--- src/rtl/nps_outmem.sv ---
// nps_outmem: stream-capture memory at the tail of an NPS chain.
// Once armed by start, valid samples (vi/datai) are written into an internal
// RAM until the end-of-frame strobe (fi) closes the frame. The CPU reads the
// captured frame back through a registered, one-cycle-latency read port.
module nps_outmem #(
   parameter int DATA_WIDTH = 16,
   parameter int DATA_NUM   = 30,
   parameter int ADR_WIDTH  = 5
) (
   input  logic                  clk,
   input  logic                  reset_x,
   input  logic                  start,
   input  logic                  vi,
   input  logic                  fi,
   input  logic [DATA_WIDTH-1:0] datai,
   output logic                  busy,
   output logic                  done,
   output logic                  irq,
   output logic                  ovf,
   output logic [ADR_WIDTH:0]    count,
   input  logic [ADR_WIDTH-1:0]  cpu_adr,
   input  logic                  cpu_rd,
   output logic [DATA_WIDTH-1:0] cpu_rdata
);

   localparam logic [ADR_WIDTH:0] CNT_MAX = (ADR_WIDTH+1)'(DATA_NUM);

   typedef enum logic [1:0] {
      S_IDLE,
      S_CAPTURE,
      S_DONE
   } state_t;

   state_t                state_q;
   state_t                state_d;
   logic [DATA_WIDTH-1:0] mem [DATA_NUM];
   logic [ADR_WIDTH:0]    count_q;
   logic                  ovf_q;
   logic                  irq_q;
   logic [DATA_WIDTH-1:0] rdata_q;
   logic                  take;
   logic                  wr_en;
   logic                  drop;
   logic                  adr_ok;

   // A sample is considered only while capturing and not being restarted
   // (start wins over vi); the reset term keeps a write out of the reset cycle.
   assign take   = reset_x && (state_q == S_CAPTURE) && !start && vi;
   assign wr_en  = take && (count_q <  CNT_MAX);
   assign drop   = take && (count_q == CNT_MAX);
   assign adr_ok = ({1'b0, cpu_adr} < CNT_MAX);

   // State register
   always_ff @(posedge clk) begin
      if (!reset_x) state_q <= S_IDLE;
      else          state_q <= state_d;
   end

   // Next-state logic: start arms/restarts from any state, fi closes a capture
   always_comb begin
      state_d = state_q;
      case (state_q)
         S_IDLE:    if (start) state_d = S_CAPTURE;
         S_CAPTURE: if (!start && fi) state_d = S_DONE;
         S_DONE:    if (start) state_d = S_CAPTURE;
         default:   state_d = S_IDLE;
      endcase
   end

   // Outputs decoded from state plus the registered status
   always_comb begin
      busy      = (state_q == S_CAPTURE);
      done      = (state_q == S_DONE);
      irq       = irq_q;
      ovf       = ovf_q;
      count     = count_q;
      cpu_rdata = rdata_q;
   end

   // Frame status: sample counter (saturating), sticky overflow, entry pulse
   always_ff @(posedge clk) begin
      if (!reset_x) begin
         count_q <= '0;
         ovf_q   <= 1'b0;
         irq_q   <= 1'b0;
      end else begin
         irq_q <= (state_q == S_CAPTURE) && (state_d == S_DONE);
         if (start) begin
            count_q <= '0;
            ovf_q   <= 1'b0;
         end else if (wr_en) begin
            count_q <= count_q + 1'b1;
         end else if (drop) begin
            ovf_q   <= 1'b1;
         end
      end
   end

   // Capture RAM write port; contents survive reset
   always_ff @(posedge clk) begin
      if (wr_en) mem[count_q[ADR_WIDTH-1:0]] <= datai;
   end

   // Registered CPU read; a same-cycle write to the address returns old data
   always_ff @(posedge clk) begin
      if (!reset_x)    rdata_q <= '0;
      else if (cpu_rd) rdata_q <= adr_ok ? mem[cpu_adr] : '0;
   end

endmodule
--- config.mk ---
export PLATFORM = sky130hd
export DESIGN_NAME = nps_outmem
export DESIGN_NICKNAME = d
export VERILOG_FILES = /design/src/rtl/nps_outmem.sv
export SDC_FILE = /design/constraint.sdc
export NUM_CORES = 1
export LEC_CHECK = 0
export CAP_MARGIN = 10
export CORE_UTILIZATION = 60
export CTS_CLUSTER_SIZE = 24
export DETAILED_ROUTE_END_ITERATION = 12
export GPL_TIMING_DRIVEN = 0
export MAX_ROUTING_LAYER = met4
export PLACE_DENSITY = 0.87
export SLEW_MARGIN = 20
export SYNTH_ARGS = -nofsm -noshare
export SYNTH_HDL_FRONTEND = slang
export SYNTH_SLANG_ARGS = --single-unit
--- constraint.sdc ---
create_clock -name clk -period 3.12 [get_ports clk]
set_input_delay 0.78 -clock clk [delete_from_list [all_inputs] [get_ports clk]]
set_output_delay 0.78 -clock clk [all_outputs]
set_load 0.05 [all_outputs]
==> impl_results.md, run 1 <==
- Critical R2R Launch: state_q[1]
- Final number of setup-violating endpoints: 0
- Netlist Area Pre-Place: 19600 um^2
- Multiplexer share of the synthesized area: 0.128
- Core outline area: 31900 um^2
- Most common cell in the netlist: edfxtp_1
- Critical Path End Type: register
- Drt pass-1 iters: 6
- Drt wl/cell: 28.4 um
- Worst rel slew slack: 0.269
- Final Util: 0.711
- Worst r2r dst: mem[4][4]
- Drt via density: 6.63
- Initial antenna violation count: 1
- Post-DP HPWL: 29900 um
- Clock Sinks: 506
- Register bit count reported by yosys: 506
- Post-synth top area share: 0.735
- Vias in the first global route: 11100
- Leading post-synthesis cells by cell area: edfxtp_1 (73%), mux2i_1 (8.6%), mux4_2 (3.7%)
- Initial DRC Count: 1864
- Yosys Warn Count: 0
- CP endpoint: cpu_rdata[11]
- Post-synth ARST share: 0
- H-tree depth: 2
- Worst reg-to-reg setup slack: 0.56 ns
- Status: finished clean
- Sequential fraction of the synthesis area: 0.761
- Vias: 11100
- Commonest cells post-synth: edfxtp_1 (480), mux2i_1 (169), nor2_1 (57)
- Layout cells sized above 1: 0.174
- Post-synth EDFFs: 480
- CTS buffer count: 48
- Post-CTS Resized: 1
- Hold Startpoint: ovf
- IO buf count: 50
- P per Cell Area: 619 nW/um^2
- Top FF cell, synth: edfxtp_1
- Largest family of logic cells by synthesized area: multiplexers
- RD Place Congestion: 0.884
- CP startpoint kind: input pin
- Largest net degree at the start of global routing: 31
- Mean post-synth cell area: 18.3 um^2
- Worst-path cell chain: clkdlybuf4s50_1, nor2b_2, nand2_1, clkbuf_1, o22ai_1, nor4_1, a31oi_1
- Cts hold-fix bufs: 0
- P_leak: 7.58 nW
- P&R area growth vs syn: 15.6%
- First-pass GRT wire length: 69600 um
- Worst R2R Path Depth: 5
- GRT Residual Overflow: 0
- Die area: 33400 um^2
- Later-pin clock latency in the skew report: 0.56 ns
- Multi-input logic area: 4360 um^2
- CTS tree: yes
- Post-route DRC: 0
- RSZ-0062 raised after global routing: false
- Root Driver: clkbuf_16
- Postcts setup bufs: 0
- Fillers: 1880
- Max clock buf depth: 3
- Largest stage delay, worst path: 0.63 ns
- Finished Cell Area: 22700 um^2
- Final period util: 0.991
- Yosys top cell by area: edfxtp_1
- Synth cell types: 48
- Worst EP arrival: 3.50 ns
- Worst Clk Skew: 0.0210 ns
- Adder-cell share of the synthesized area: 0.00255
- Die Height: 183 um
- GRT Total Usage: 0.299
- Mapped Cells: 1075
- XOR/XNOR Fraction of Synth Area: 0.000893
- Dpl ws: -0.417 ns
- Max Cap Viol: 0
- # IOs: 53
- Clock slew at reported path FFs: 0.06 ns
- CP required: 3.53 ns
- CP max-delay cell: clkdlybuf4s50_1
- Compound-cell area share of the yosys netlist: 0.0516
- Final WL: 47800 um
- Initial Util: 0.616
- Final Slew Violations: 0
- Fmax: 0.324 GHz
- Hold Fails Final Rpt: 0
- Register area: 14900 um^2
- Antenna Nets Post-Route: 0
- Die X: 183 um
- Max VDD drop: 0.486 mV
- Simple-Gate Fraction of Synth Area: 0.0360
- Syn Nets: 1106
- HP Class: register to register
- NumNets Final: 1236
- Top fanout value on the critical path: 10
- Launch point of the worst path: cpu_adr[4]
- DP Area: 21100 um^2
- Min Tclk post-route: 3.09 ns
- WS Path Type: input pin to register
- Row cnt: 65
- Worst Tran Pin Value: 1.09 ns
- Fin worst setup slack: 0.0292 ns
[worst min path at each step]
stage | endpoint | slack (ns) | depth (start not counted)
after floorplan | state_q[0] | 0.44 | 1
after global placement | ovf | 0.47 | 2
after detailed placement | count[5] | 0.47 | 1
after CTS | ovf | 0.49 | 2
after global routing | count[5] | 0.52 | 1
final | ovf | 0.48 | 2
[critical path, delay by kind of cell]
kind | cells | cell delay (ns)
AO/OA/AOI/OAI | 2 | 0.30
buffers and inverters | 2 | 1.17
AND/OR/NAND/NOR | 3 | 1.24
[cells by family (layout without fill, tap and decap cells)]
| logic type | Yosys count | in the layout |
|---|---|---|
| other | 0 | 1 |
| buffers and inverters | 66 | 235 |
| muxes | 209 | 209 |
| AOI/OAI and AO/OA | 152 | 152 |
| adders and majority gates | 4 | 4 |
| xor gates and xnor gates | 2 | 2 |
| DFF | 506 | 506 |
| and+or+nand+nor | 136 | 136 |
[cell type report]
type / count / area share
Buffer: 59 / 0.0165
Inverter: 7 / 0.00116
Sequential cell: 506 / 0.659
Multi-Input combinational cell: 503 / 0.192
Timing Repair Buffer: 80 / 0.0373
Clock buffer: 70 / 0.0611
Clock inverter: 19 / 0.00888
Tap cell: 435 / 0.0240
Antenna cell: 1 / 0.000110
[cell usage in the layout, fill, tap and decap left out, drive strengths merged, types with 2 or more instances in the layout]
cell and n:
clkbuf 94, ha 4, bufinv 4, a21oi 19, nand3 4, edfxtp 480, a221oi 24, nand2 10
nand3b 4, a31oi 8, or3 2, mux2 8, mux2i 169, o221ai 23, nor2b 6, nor4 15
and2 10, clkinvlp 2, o21ai 40, clkdlybuf4s50 44, nand2b 18, inv 9, clkinv 11, buf 71
nor2 57, o22ai 33, or3b 2, or2 2, nand4 2, dfxtp 26, mux4 32
[sequential cells by signal (all words and copies together) (netlist names)]
signal	flops
count	6
cpu_rdata	16
irq	1
mem	480
ovf	1
state_q	2
[report_power, final]
group / total, mW / internal [mW] / switching, mW
Sequential: 7.47 / 7.45 / 0.0229
Clock: 5.85 / 3.41 / 2.44
Combinational: 0.717 / 0.246 / 0.472
Total: 14.0 / 11.1 / 2.93
[routing by layer]
metal,routed length (um),track usage,vias to the layer above
li1,-,-,4590
met1,17100,0.378,5591
met2,24200,0.499,839
met3,5120,0.0502,117
met4,1360,0.0933,0
met5,0,-,-
[per-stage QoR]
stage | total power, mW | hold slack, ns | cells | TNS (ns)
CTS | 14.0 | 0.492 | 1679 | 0
detailed placement | 8.31 | 0.472 | 1590 | -19.41
floorplan | 8.00 | 0.443 | 1075 | 0
global route | 14.3 | 0.517 | 1680 | 0
global placement | 8.28 | 0.467 | 1560 | -301.23
finish | 14.0 | 0.482 | 1680 | 0
Power figures use the tool's default switching activity.
==> run 2: changes to the inputs <==
GPL_ROUTABILITY_DRIVEN = 0   (was unset)
==> results of run 2 <==
The final DEF is identical to that of run 1; final timing and power are the same.
==> run 3: changes to the inputs <==
CORE_ASPECT_RATIO = 1.25   (was unset)
==> run 3 against run 2 <==
Against the previous run: sequential power hardly changed; die area hardly changed; critical path depth stayed put; clock-buffer cell count is 16 lower; via count is 1.4% higher; largest cell class unchanged.
==> impl_results.md, run 3 (synthesis gave the netlist of run 1 again) <==
- Vias: 11300 (was 11100)
- Later-pin clock latency in the skew report: 0.56 ns (about the same)
- Worst Tran Pin Value: 1.15 ns (was 1.09 ns)
- Hold Fails Final Rpt: 0 (unchanged)
- Cts hold-fix bufs: 0 (unchanged)
- Top fanout value on the critical path: 10 (unchanged)
- Post-DP HPWL: 31000 um (was 29900 um)
- Min Tclk post-route: 3.01 ns (was 3.09 ns)
- Initial DRC Count: 1480 (was 1864)
- Initial antenna violation count: 3 (was 1)
- Fmax: 0.332 GHz (was 0.324 GHz)
- Final period util: 0.966 (was 0.991)
- Final number of setup-violating endpoints: 0 (unchanged)
- Hold Startpoint: ovf (unchanged)
- IO buf count: 50 (unchanged)
- Largest net degree at the start of global routing: 31 (unchanged)
- Die area: 33400 um^2 (about the same)
- Drt wl/cell: 30.3 um (was 28.4 um)
- First-pass GRT wire length: 72300 um (was 69600 um)
- Fin worst setup slack: 0.107 ns (was 0.0292 ns)
- Max VDD drop: 0.383 mV (was 0.486 mV)
- CP startpoint kind: input pin (unchanged)
- Core outline area: 32000 um^2 (was 31900 um^2)
- Dpl ws: -0.471 ns (was -0.417 ns)
- P per Cell Area: 615 nW/um^2 (was 619 nW/um^2)
- Die X: 164 um (was 183 um)
- H-tree depth: 2 (unchanged)
- Drt pass-1 iters: 5 (was 6)
- Worst EP arrival: 3.43 ns (was 3.50 ns)
- HP Class: register to register (unchanged)
- RSZ-0062 raised after global routing: false (unchanged)
- P&R area growth vs syn: 14.9% (was 15.6%)
- CTS buffer count: 43 (was 48)
- Final Slew Violations: 0 (unchanged)
- Max Cap Viol: 0 (unchanged)
- Critical R2R Launch: state_q[0] (was state_q[1])
- WS Path Type: input pin to register (unchanged)
- Status: finished clean (unchanged)
- Launch point of the worst path: cpu_adr[2] (was cpu_adr[4])
- GRT Total Usage: 0.316 (was 0.299)
- Most frequent cells in the layout: edfxtp_1 (480), mux2i_1 (169), clkbuf_16 (45) (was edfxtp_1 (480), mux2i_1 (169), clkbuf_16 (49))
- GRT Residual Overflow: 0 (unchanged)
- Layout cells sized above 1: 0.173 (was 0.174)
- Vias in the first global route: 11400 (was 11100)
- Max reg flops: 480 (unchanged)
- Post-route DRC: 0 (unchanged)
- Fillers: 1783 (was 1880)
- NumNets Final: 1231 (was 1236)
- Antenna Nets Post-Route: 0 (unchanged)
- Drt via density: 6.86 (was 6.63)
- Clock Sinks: 506 (unchanged)
- Worst rel slew slack: 0.233 (was 0.269)
- Leading cell type in the layout, fill and taps excluded: edfxtp_1 (unchanged)
- Die Height: 204 um (was 183 um)
- Hold WS: 0.497 ns (was 0.482 ns)
- Worst Clk Skew: 0.0163 ns (was 0.0210 ns)
- CP required: 3.54 ns (was 3.53 ns)
- P_leak: 7.54 nW (was 7.58 nW)
- # IOs: 53 (unchanged)
- Root Driver: clkbuf_16 (unchanged)
- Clock slew at reported path FFs: 0.07 ns (was 0.06 ns)
- Max clock buf depth: 3 (unchanged)
- Final WL: 49800 um (was 47800 um)
- Row cnt: 73 (was 65)
- CTS tree: yes (unchanged)
- Initial Util: 0.614 (was 0.616)
- Critical Path End Type: register (unchanged)
==> run 3: layer usage <==
layer,track usage,part of all wire
met5,-,0
met4,0.189,0.068
met3,0.0548,0.10
met2,0.510,0.50
met1,0.372,0.32
==> run 3: worst paths after layout <==
path | slack (ns) | to | cells past startpoint
worst max register to register | 0.64 | mem[17][0] | 6
worst min-delay path | 0.50 | ovf | 2
worst max-delay path | 0.11 | cpu_rdata[12] | 7
worst min register to register | 0.50 | ovf | 2
==> run 3: report_power, final <==
part | internal [mW] | switching [mW] | leakage (nW) | total (mW)
combinational | 0.245 | 0.486 | 2.29 | 0.732
sequential | 7.44 | 0.0251 | 4.53 | 7.47
clock | 3.32 | 2.34 | 0.726 | 5.66
==> run 3: layout make-up <==
| type | count | area (um^2) | share of cell area |
|---|---|---|---|
| buffer | 59 | 379 | 0.0168 |
| multi-input combinational | 503 | 4360 | 0.194 |
| tap | 412 | 515 | 0.0229 |
| clock inverter | 21 | 305 | 0.0135 |
| clock buffer | 54 | 1170 | 0.0519 |
| timing repair buffer | 80 | 845 | 0.0375 |
| antenna | 3 | 7.51 | 0.000333 |
| sequential | 506 | 14900 | 0.662 |
| inverter | 7 | 26.3 | 0.00117 |
==> run 3: per-stage QoR <==
stage | instance area, um^2 | util | power [mW] | instances | setup TNS (ns)
global route | 22500 | 0.705 | 14.1 | 1645 | 0
detailed placement | 21100 | 0.660 | 8.33 | 1567 | -16.32
global placement | 20600 | 0.646 | 8.30 | 1537 | -320.39
floorplan | 19600 | - | 8.00 | 1075 | 0
CTS | 22600 | 0.706 | 13.8 | 1642 | 0
finish | 22500 | 0.705 | 13.9 | 1645 | 0
==> run 3: worst max-delay path: stages <==
cell	delay (ns)
clkdlybuf4s50_1	0.58
buf_4	0.28
nand3_1	0.27
clkbuf_1	0.59
o22ai_1	0.20
nor4_1	0.56
a31oi_1	0.15
==> run 3: what timing repair did <==
action,in CTS,in global routing
setup endpoints to repair,0,5
hold endpoints to repair,0,0
resized for setup,0,10
buffers inserted,0,0
==> variant (config.mk and constraints of run 3) <==
`DATA_NUM`: 30 -> 60.
--- a/src/rtl/nps_outmem.sv
+++ b/src/rtl/nps_outmem.sv
@@ -6,3 +6,3 @@
    parameter int DATA_WIDTH = 16,
-   parameter int DATA_NUM   = 30,
+   parameter int DATA_NUM   = 60,
    parameter int ADR_WIDTH  = 5
Behaviour: no difference found for any inputs over 4 cycles, from zero or initial values and one cycle with reset_x low; that may be too few to reach the edited logic, so the function may still have changed.
==> variant against run 3 <==
The flow now finishes with violations (setup timing); non-clock buffer count rose by 8; utilization fell by 1.2 points; clock skew rose by 0.0011 ns; via count rose by 9.9%; total power rose by 4.3%; first-iteration DRC count rose by 31%; worst setup slack got worse by 0.18 ns; routed wire length rose by 10%; sequential cell count rose by 32; area after synthesis rose by 6.8%; cell area rose by 5.8%; largest power group unchanged.
==> variant: results (changes against run 3) <==
[finish]
largest_reg_flops = 512  ; was 480
final_layout_size_suffix_gt1_share_pct = 13.1  ; was 17.3%
final_nets = 1353  ; was 1231
fillers = 2054  ; was 1783

[global_routing]
track_usage_pct = 32.2  ; was 31.6%
grt_pass1_wl_mm = 78.2  ; was 72.3 mm
grt_max_degree = 33  ; was 31
antenna_found_initial = 3  ; unchanged

[clock_network]
cts.clk_slew.worst_paths_ns = 0.06
numCtsBuffers = 46  ; was 43
root_buffer = clkbuf_16  ; unchanged
cts.path.max_buffers = 3  ; unchanged
clk_latency_ns = 0.57
cts_setup_buffers = 0  ; unchanged

[placed_design]
place_inst = 1743  ; was 1567
place_area_mm2 = 0.0223  ; was 0.0211 mm2
portBuffers = 50  ; unchanged
dpl.hpwl_mm = 34.2  ; was 31.0 mm
pre_cts_slack_ns = -0.565  ; was -0.471 ns

[timing]
setup_slack_ns = -0.0733  ; was 0.107 ns
setup_tns_ns = -3.32  ; was 0 ns
relSlewSlack_pct = 34.7  ; was 23.3%
setup_viol = 89  ; was 0
finClkSkew_ns = 0.0174  ; was 0.0163 ns

[pwr]
ir_drop_mv = 0.372  ; was 0.383 mV
p_leak_nw = 8.20  ; was 7.54 nW
power_switching_mw = 3.10  ; was 2.85 mW

[worst_setup_path]
worst-endpoint-arrival_ns = 3.38  ; was 3.43 ns
crit_fanout = 16  ; was 10
slowest_delay_ns = 0.89  ; was 0.59 ns
critPathSlowestCell = nor2_2  ; was clkbuf_1

[detailed_routing]
drt-pass1-iter-count = 6  ; was 5
first_iter_violations = 1944  ; was 1480
wirelength_mm = 54.8  ; was 49.8 mm
wl_per_cell_um = 29.9  ; was 30.3 um
num_vias = 12400  ; was 11300

[logic_synthesis]
postSynthCellCount = 1201  ; was 1075
synthDistinctLibCells = 34  ; was 48
synth.yosys.seq_area_share_pct = 75.9  ; was 76.1%
synthTopCellsByCount = edfxtp_1, mux2i_1, a22oi_1, a21oi_1, nor2_1  ; was edfxtp_1, mux2i_1, nor2_1, o22ai_1, mux4_2
yosys_warnings = 0  ; unchanged
async_flop_share_pct = 0  ; unchanged
synth_area_leaders = edfxtp_1, mux2i_1, a22oi_1, dfxtp_1, a21oi_1  ; was edfxtp_1, mux2i_1, mux4_2, dfxtp_1, nor2_1
synth-edff-count = 512  ; was 480

[run_status]
status = finished with violations  ; was finished clean
violations = setup timing

[min_path]
min_path_type = reg2reg  ; unchanged

[variant: power by group through the flow]
stage               clock network (mW)  logic (mW)  registers [mW]
detailed placement                   0       0.808            8.10
floorplan                            0       0.388            8.15
global placement                     0       0.783            8.10
finish                            5.66       0.850            7.94
CTS                               5.62       0.822            7.94
global route                      5.89       0.869            7.94
[variant: cell families after synthesis]
family | after synthesis | share of synthesized area, %
AOI/OAI and AO/OA | 230 | 7.06
xor gates and xnor gates | 3 | 0.125
adders and majority gates | 4 | 0.239
buffers and inverters | 79 | 2.25
DFF | 538 | 75.9
muxes | 257 | 12.3
and+or+nand+nor | 90 | 2.20
[variant: worst paths after layout]
kind | slack (ns) | start | depth (start not counted) | end
worst min-delay path | 0.45 | state_q[1] | 1 | state_q[0]
worst max register to register | 0.19 | state_q[0] | 6 | mem[25][14]
worst max-delay path | -0.07 | reset_x | 6 | mem[25][14]
worst min register to register | 0.45 | state_q[1] | 1 | state_q[0]
[variant: layer usage]
metal	share of wire [%]	global-route usage, %
met1	33	39.1
met2	48	50.4
met3	12	7.42
met4	6.4	17.4
met5	0	-
[variant: what timing repair did]
item                       CTS  global route
gates resized for setup      1            18
hold buffers                 0             0
setup endpoints to repair    3           163
gates cloned                 0             0
[variant: critical path: cells and delay by family]
kind	cells	cell delay, ns
and+or+nand+nor	4	1.85
buffers and inverters	2	0.74
[variant: layout make-up]
cell class / instances / area (um2) / share of cell area, %
Antenna cell: 4 / 10.0 / 0.0420
Buffer: 73 / 455 / 1.91
Clock buffer: 73 / 1370 / 5.73
Clock inverter: 13 / 111 / 0.467
Inverter: 5 / 18.8 / 0.0787
Multi-Input combinational cell: 584 / 4700 / 19.7
Sequential cell: 538 / 15900 / 66.6
Tap cell: 468 / 586 / 2.46
Timing Repair Buffer: 74 / 702 / 2.94
